===== src/rtl/uart_sample_rx.sv =====
// UART receiver that packs SAMPLE_BYTES characters (first received in the MSBs) into one
// filter sample, delivered over valid/ready with framing, parity, overrun and timeout handling.
module uart_sample_rx #(
   parameter int CLK_DIV      = 868,
   parameter int DATA_BITS    = 8,
   parameter int SAMPLE_BYTES = 2,
   parameter int PARITY       = 0,
   parameter int STOP_BITS    = 1,
   parameter int TIMEOUT_BITS = 32
) (
   input  logic                                clk,
   input  logic                                reset,
   input  logic                                rx_data,
   output logic [SAMPLE_BYTES*DATA_BITS-1:0]   sample_data,
   output logic                                sample_valid,
   input  logic                                sample_ready,
   output logic                                frame_err,
   output logic                                parity_err,
   output logic                                overrun,
   output logic                                busy
);

   localparam int W      = SAMPLE_BYTES * DATA_BITS;
   localparam int CW     = $clog2(CLK_DIV);
   localparam int BW     = $clog2(DATA_BITS);
   localparam int NW     = $clog2(SAMPLE_BYTES) + 1;
   localparam int TO_CYC = TIMEOUT_BITS * CLK_DIV;
   localparam int TW     = $clog2(TO_CYC + 1);

   typedef enum logic [2:0] {
      S_IDLE, S_START, S_DATA, S_PAR, S_STOP, S_BREAK
   } state_t;

   state_t               state_q, state_d;
   logic [1:0]           sync_q;
   logic [CW-1:0]        cnt_q, cnt_d;
   logic [BW-1:0]        bit_q, bit_d;
   logic [DATA_BITS-1:0] shift_q, shift_d;
   logic                 drop_q, drop_d;
   logic [NW-1:0]        byte_q, byte_d;
   logic [W-1:0]         asm_q, asm_d, asm_next;
   logic [TW-1:0]        to_q, to_d;
   logic [W-1:0]         data_q;
   logic                 valid_q, fe_q, pe_q, ov_q, busy_q;
   logic                 fe_d, pe_d, complete;
   logic                 rx_s, tick, tick_half;

   assign rx_s      = sync_q[1];
   assign tick      = (cnt_q == CW'(CLK_DIV - 1));
   assign tick_half = (cnt_q == CW'(CLK_DIV / 2 - 1));
   // Older bytes move up; the newest character lands in the low bits.
   assign asm_next  = W'({asm_q, shift_q});

   always_comb begin
      state_d  = state_q;
      cnt_d    = cnt_q + CW'(1);
      bit_d    = bit_q;
      shift_d  = shift_q;
      drop_d   = drop_q;
      byte_d   = byte_q;
      asm_d    = asm_q;
      to_d     = '0;
      fe_d     = 1'b0;
      pe_d     = 1'b0;
      complete = 1'b0;
      unique case (state_q)
         S_IDLE: begin
            cnt_d = '0;
            if (byte_q != '0) begin
               if (to_q == TW'(TO_CYC - 1)) byte_d = '0;
               else                         to_d   = to_q + TW'(1);
            end
            if (!rx_s) begin
               state_d = S_START;
               drop_d  = 1'b0;
            end
         end
         S_START: begin
            if (tick_half) begin
               cnt_d   = '0;
               bit_d   = '0;
               state_d = rx_s ? S_IDLE : S_DATA;
            end
         end
         S_DATA: begin
            if (tick) begin
               cnt_d   = '0;
               shift_d = {rx_s, shift_q[DATA_BITS-1:1]};
               if (bit_q == BW'(DATA_BITS - 1)) begin
                  bit_d   = '0;
                  state_d = (PARITY != 0) ? S_PAR : S_STOP;
               end else begin
                  bit_d = bit_q + BW'(1);
               end
            end
         end
         S_PAR: begin
            if (tick) begin
               cnt_d   = '0;
               state_d = S_STOP;
               // Char still walks through its stop bits so the line stays in step.
               if ((^shift_q ^ rx_s) != (PARITY == 2)) begin
                  pe_d   = 1'b1;
                  drop_d = 1'b1;
                  byte_d = '0;
               end
            end
         end
         S_STOP: begin
            if (tick) begin
               cnt_d = '0;
               if (!rx_s) begin
                  fe_d    = 1'b1;
                  byte_d  = '0;
                  state_d = S_BREAK;
               end else if (bit_q != BW'(STOP_BITS - 1)) begin
                  bit_d = bit_q + BW'(1);
               end else begin
                  state_d = S_IDLE;
                  if (!drop_q) begin
                     asm_d = asm_next;
                     if (byte_q == NW'(SAMPLE_BYTES - 1)) begin
                        byte_d   = '0;
                        complete = 1'b1;
                     end else begin
                        byte_d = byte_q + NW'(1);
                     end
                  end
               end
            end
         end
         S_BREAK: begin
            cnt_d = '0;
            if (rx_s) state_d = S_IDLE;
         end
         default: state_d = S_IDLE;
      endcase
   end

   always_ff @(posedge clk or negedge reset) begin
      if (!reset) begin
         sync_q  <= 2'b11;
         state_q <= S_IDLE;
         cnt_q   <= '0;
         bit_q   <= '0;
         shift_q <= '0;
         drop_q  <= 1'b0;
         byte_q  <= '0;
         asm_q   <= '0;
         to_q    <= '0;
      end else begin
         sync_q  <= {sync_q[0], rx_data};
         state_q <= state_d;
         cnt_q   <= cnt_d;
         bit_q   <= bit_d;
         shift_q <= shift_d;
         drop_q  <= drop_d;
         byte_q  <= byte_d;
         asm_q   <= asm_d;
         to_q    <= to_d;
      end
   end

   // A completion while the consumer is stalled is dropped and reported as overrun.
   always_ff @(posedge clk or negedge reset) begin
      if (!reset) begin
         data_q  <= '0;
         valid_q <= 1'b0;
         fe_q    <= 1'b0;
         pe_q    <= 1'b0;
         ov_q    <= 1'b0;
         busy_q  <= 1'b0;
      end else begin
         fe_q   <= fe_d;
         pe_q   <= pe_d;
         ov_q   <= complete && valid_q && !sample_ready;
         busy_q <= (state_d != S_IDLE);
         if (complete && !(valid_q && !sample_ready)) begin
            valid_q <= 1'b1;
            data_q  <= asm_next;
         end else if (sample_ready) begin
            valid_q <= 1'b0;
         end
      end
   end

   assign sample_data  = data_q;
   assign sample_valid = valid_q;
   assign frame_err    = fe_q;
   assign parity_err   = pe_q;
   assign overrun      = ov_q;
   assign busy         = busy_q;

endmodule


===== config.mk =====
export PLATFORM = sky130hd
export DESIGN_NAME = uart_sample_rx
export DESIGN_NICKNAME = d
export VERILOG_FILES = /design/src/rtl/uart_sample_rx.sv
export SDC_FILE = /design/constraint.sdc
export NUM_CORES = 1
export LEC_CHECK = 0
export ABC_AREA = 1
export BUFFER_PORTS_ARGS = -buffer_cell sky130_fd_sc_hd__buf_4
export CAP_MARGIN = 20
export CORE_MARGIN = 5
export CORE_UTILIZATION = 48
export DETAILED_ROUTE_END_ITERATION = 10
export PLACE_DENSITY = 0.66
export SLEW_MARGIN = 0
export SYNTH_ARGS = -nofsm -noshare
export SYNTH_HDL_FRONTEND = slang
export SYNTH_SLANG_ARGS = --single-unit
export TNS_END_PERCENT = 20

===== constraint.sdc =====
create_clock -name clk -period 2.3 [get_ports clk]
set_input_delay 0.115 -clock clk [delete_from_list [all_inputs] [get_ports clk]]
set_output_delay 0.115 -clock clk [all_outputs]
set_load 0.02 [all_outputs]

==> Implementation_results.wiki <==
{| class="wikitable"
! Metric !! Value
|-
| Status || finished clean
|-
| Power per Cell Area || 565.8 nW/um2
|-
| Worst setup slack after placement || about 270 ps
|-
| Cells after synthesis || 421
|-
| Worst path setup slack after routing || 274.6 ps
|-
| Worst hold path class || input port to flip-flop
|-
| Boundary pin count || 25
|-
| Setup TNS || 0 ps
|-
| Slowest-stage cell, CP || sky130_fd_sc_hd__dfrtp_1
|-
| Max IR drop VDD || 0.0003252 V
|-
| Share of total power in sequential cells || 57.3%
|-
| Cts repair resizes || 0
|-
| Insertion delay to the later sink of the worst-skew pair || about 360 ps
|-
| Clk Tree Root Cell || sky130_fd_sc_hd__clkbuf_8
|-
| Distinct cell type count of the synthesized netlist || 35
|-
| Final slew viol count || 0
|-
| Nature of the critical path startpoint || flip-flop
|-
| Placeable core region || 7176 um2
|-
| Critical Path AT || 2260 ps
|-
| Family with the most delay on the worst path || simple AND/OR/NAND/NOR gates
|-
| Syn Std Cell Area || 3503 um2
|-
| Largest driver fanout on the critical path || 25
|-
| Internal power || 0.001691 W
|-
| Die H || 95.43 um
|-
| Clock transition at the registers of the reported paths || 80 ps
|-
| Share of total power in combinational logic || under 10%
|-
| Worst-case headroom to the max-slew limit || between 40 and 50%
|-
| Number of antenna violations at the first check in global routing || 0
|-
| Flip-flop and latch count after synthesis || 73
|-
| Sw power || 0.0005567 W
|-
| Share of synthesized area occupied by flip-flops and latches || a little over half
|-
| Number of antenna-violating nets in the routed design || 0
|-
| Hold Vio Cnt, Final || 0
|-
| Buffer depth of the longest clock path || 2
|-
| Total Wirelength || 6.633 mm
|-
| Minimum clock period after layout || 2025 ps
|-
| Final global-route overflow total || 0
|-
| Initial DRC count || 111
|-
| CTS sink cnt || 73
|-
| DRC || 0
|-
| 1st-pass router iterations || 4
|-
| Unrepaired setup endpoints after global routing || false
|-
| Critical path cell sequence || inv_1 -> ha_1 -> inv_1 -> nor2_1 -> nand2_1 -> nor3_4 -> nand2_4 -> nor3_4 -> nand2_4 -> nand2_1 -> o21ai_2
|-
| Pin count of the biggest net entering global routing || 74
|-
| CTS tree || yes
|-
| Kind of end point of the critical path || flip-flop
|-
| Number of port buffers || 24
|-
| Starting Density || 48.82%
|-
| Max_cap viols || 0
|-
| Worst Clk Skew || about 12 ps
|-
| Worst Path Class, Setup || flip-flop to flip-flop
|-
| Power Total || 0.002248 W
|-
| Clk pwr share || 41.1%
|-
| Count of nets after finishing || 463
|-
| Net Sw Frac || 24.77%
|-
| Worst hold slack || around 290 ps
|-
| Ant diodes || 0
|-
| Maximum achievable frequency || 0.4937 GHz
|-
| Clock buffers created by TritonCTS || 9
|-
| Number of buffer and inverter instances along the worst setup path || 2
|-
| Maximum level of the CTS H-tree || 3
|-
| Die Area || 9107 um2
|-
| Standard-cell row count || 31
|-
| Final-report setup violation count || 0
|-
| Filler Cells Inserted || 670
|-
| Number of vias after detailed routing || 2,665
|-
| Max incr delay on CP || 400 ps
|-
| Fraction of final layout cells with drive strength greater than 1 || 15.07%
|-
| Synthesized area per cell || 8.322 um2
|-
| Final Cycle Share || 88.06%
|-
| Routability congestion estimate || 0.9120
|-
| Yosys warnings || 0
|-
| Number of global-route vias before repair || 2,426
|-
| Die Width || 95.43 um
|-
| Average vias per placed instance || 4.785
|-
| Required time at the worst-slack endpoint || about 2500 ps
|-
| Global-route wire length before repair || around 12 mm
|-
| Post-detailed-placement half-perimeter wirelength || 4.684 mm
|-
| Synth Net Count || 431
|-
| Layout overhead on the synthesized area || 13.39%
|-
| Slew at the pin with the worst max-slew slack || 896.0 ps
|-
| Overall fraction of global-route tracks in use || approximately 16%
|-
| Avg WL per Cell || 11.91 um
|-
| LEAKAGE || 1.971 nW
|}
[worst paths after layout]
| check | slack, ps | depth (start not counted) | to | from |
|---|---|---|---|---|
| hold reg to reg | 360 | 0 | sync_q[1] | sync_q[0] |
| min in group asynchronous | 420 | 2 | sample_data[5] | reset |
| setup reg to reg | 270 | 11 | sample_data[3] | bit_q[0] |
| max in group asynchronous | 1300 | 2 | to_q[8] | reset |
| setup / recovery | 270 | 11 | sample_data[3] | bit_q[0] |
| hold / removal | 290 | 4 | overrun | sample_ready |
[state kept, by name, summed over array words and instances, names as in the netlist]
signal	count
sample_valid	1
state_q	3
parity_err	1
cnt_q	10
shift_q	8
drop_q	1
bit_q	3
busy	1
frame_err	1
overrun	1
byte_q	2
sample_data	16
asm_q	8
sync_q	2
to_q	15
[placed cells by master (no fill, tap or decap), types with 3 or more instances in the layout]
cell type	synthesis	layout
sky130_fd_sc_hd__nand2_1	112	112
sky130_fd_sc_hd__dfrtp_1	71	71
sky130_fd_sc_hd__inv_1	54	54
sky130_fd_sc_hd__nor2_1	43	43
sky130_fd_sc_hd__nand3_1	32	32
sky130_fd_sc_hd__buf_4	0	25
sky130_fd_sc_hd__o21ai_0	19	19
sky130_fd_sc_hd__o21ai_1	14	14
sky130_fd_sc_hd__a21oi_1	9	9
sky130_fd_sc_hd__clkbuf_8	0	9
sky130_fd_sc_hd__o21ai_2	8	8
sky130_fd_sc_hd__nor3_1	6	6
sky130_fd_sc_hd__ha_1	6	6
sky130_fd_sc_hd__nand4_1	5	5
sky130_fd_sc_hd__nand2_2	5	5
sky130_fd_sc_hd__inv_2	4	4
sky130_fd_sc_hd__and3_1	3	3
sky130_fd_sc_hd__xor2_1	3	3
sky130_fd_sc_hd__clkinv_2	1	3
[synthesized netlist by cell type (all sizes together)]
| cell | number | share of area [%] |
|---|---|---|
| nor2 | 45 | 5.1 |
| ha | 6 | 2.1 |
| xnor2 | 1 | 0.25 |
| nor3 | 8 | 1.8 |
| inv | 58 | 6.2 |
| nand3 | 33 | 4.9 |
| nor4 | 1 | 0.18 |
| o211a | 1 | 0.29 |
| xor2 | 3 | 0.75 |
| nand4 | 5 | 0.89 |
| dfstp | 2 | 1.5 |
| nand3b | 1 | 0.21 |
| nor3b | 3 | 0.96 |
| nand2 | 119 | 14 |
| dfrtp | 71 | 51 |
| o2111ai | 1 | 0.25 |
| clkbuf | 3 | 0.32 |
| buf | 3 | 0.79 |
| a31oi | 2 | 0.36 |
| and3 | 3 | 0.54 |
| a21oi | 9 | 1.3 |
| o21ai | 41 | 6.7 |
| clkinv | 1 | 0.14 |
| o31ai | 1 | 0.21 |
[cells by family (layout without fill, tap and decap cells)]
group / count (synthesis) / count (layout) / share of synthesized area (%)
and+or+nand+nor: 218 / 218 / 28.07
DFF: 73 / 73 / 52.21
buffers and inverters: 65 / 102 / 7.464
AOI/OAI and AO/OA: 55 / 55 / 9.107
adders and majority gates: 6 / 6 / 2.143
xor gates and xnor gates: 4 / 4 / 1.000
[timing repair]
action / 4_1_cts / 5_1_grt
hold buffers: 2 / 0
hold endpoints to repair: 72 / 0
setup buffers: 0 / 0
[per-stage QoR]
stage | instances | utilization (%) | cell area [um2]
after global placement | 539 | 52.62 | 3776
after floorplan | 421 | - | 3503
final | 557 | 55.36 | 3973
after global routing | 557 | 55.36 | 3973
after CTS | 557 | 55.36 | 3973
after detailed placement | 539 | 52.62 | 3776
[power groups by stage]
stage	logic, W	clock network, W	registers (W)
finish	0.0000361	0.000924	0.00129
global route	0.0000435	0.00100	0.00129
CTS	0.0000384	0.000942	0.00129
detailed placement	0.0000358	0	0.00131
global placement	0.0000355	0	0.00131
floorplan	0.00000740	0	0.00131
[routing by layer]
metal	GRT usage, %	vias up	share of wire (%)
met5	0	-	0
li1	-	1414	-
met3	4.341	2	3.6
met1	23.55	1211	53
met4	6.398	0	0.45
met2	23.38	38	43
[worst min-delay path: stages]
cell	delay, ps
sky130_fd_sc_hd__buf_4	80
sky130_fd_sc_hd__inv_1	30
sky130_fd_sc_hd__nand2_1	290
sky130_fd_sc_hd__nor4_1	90
[cell type report]
class                   instances  area, um2  share of cell area, %
flip-flops and latches         73       1829                  46.05
multi-input cells             283       1413                  35.56
inverters                      59      222.7                  5.606
repair buffers                 27      207.7                  5.228
clock buffers                   9      123.9                  3.118
well taps                      99      123.9                  3.118
clock inverters                 7      52.55                  1.323
(Power assumes the default switching activity.)
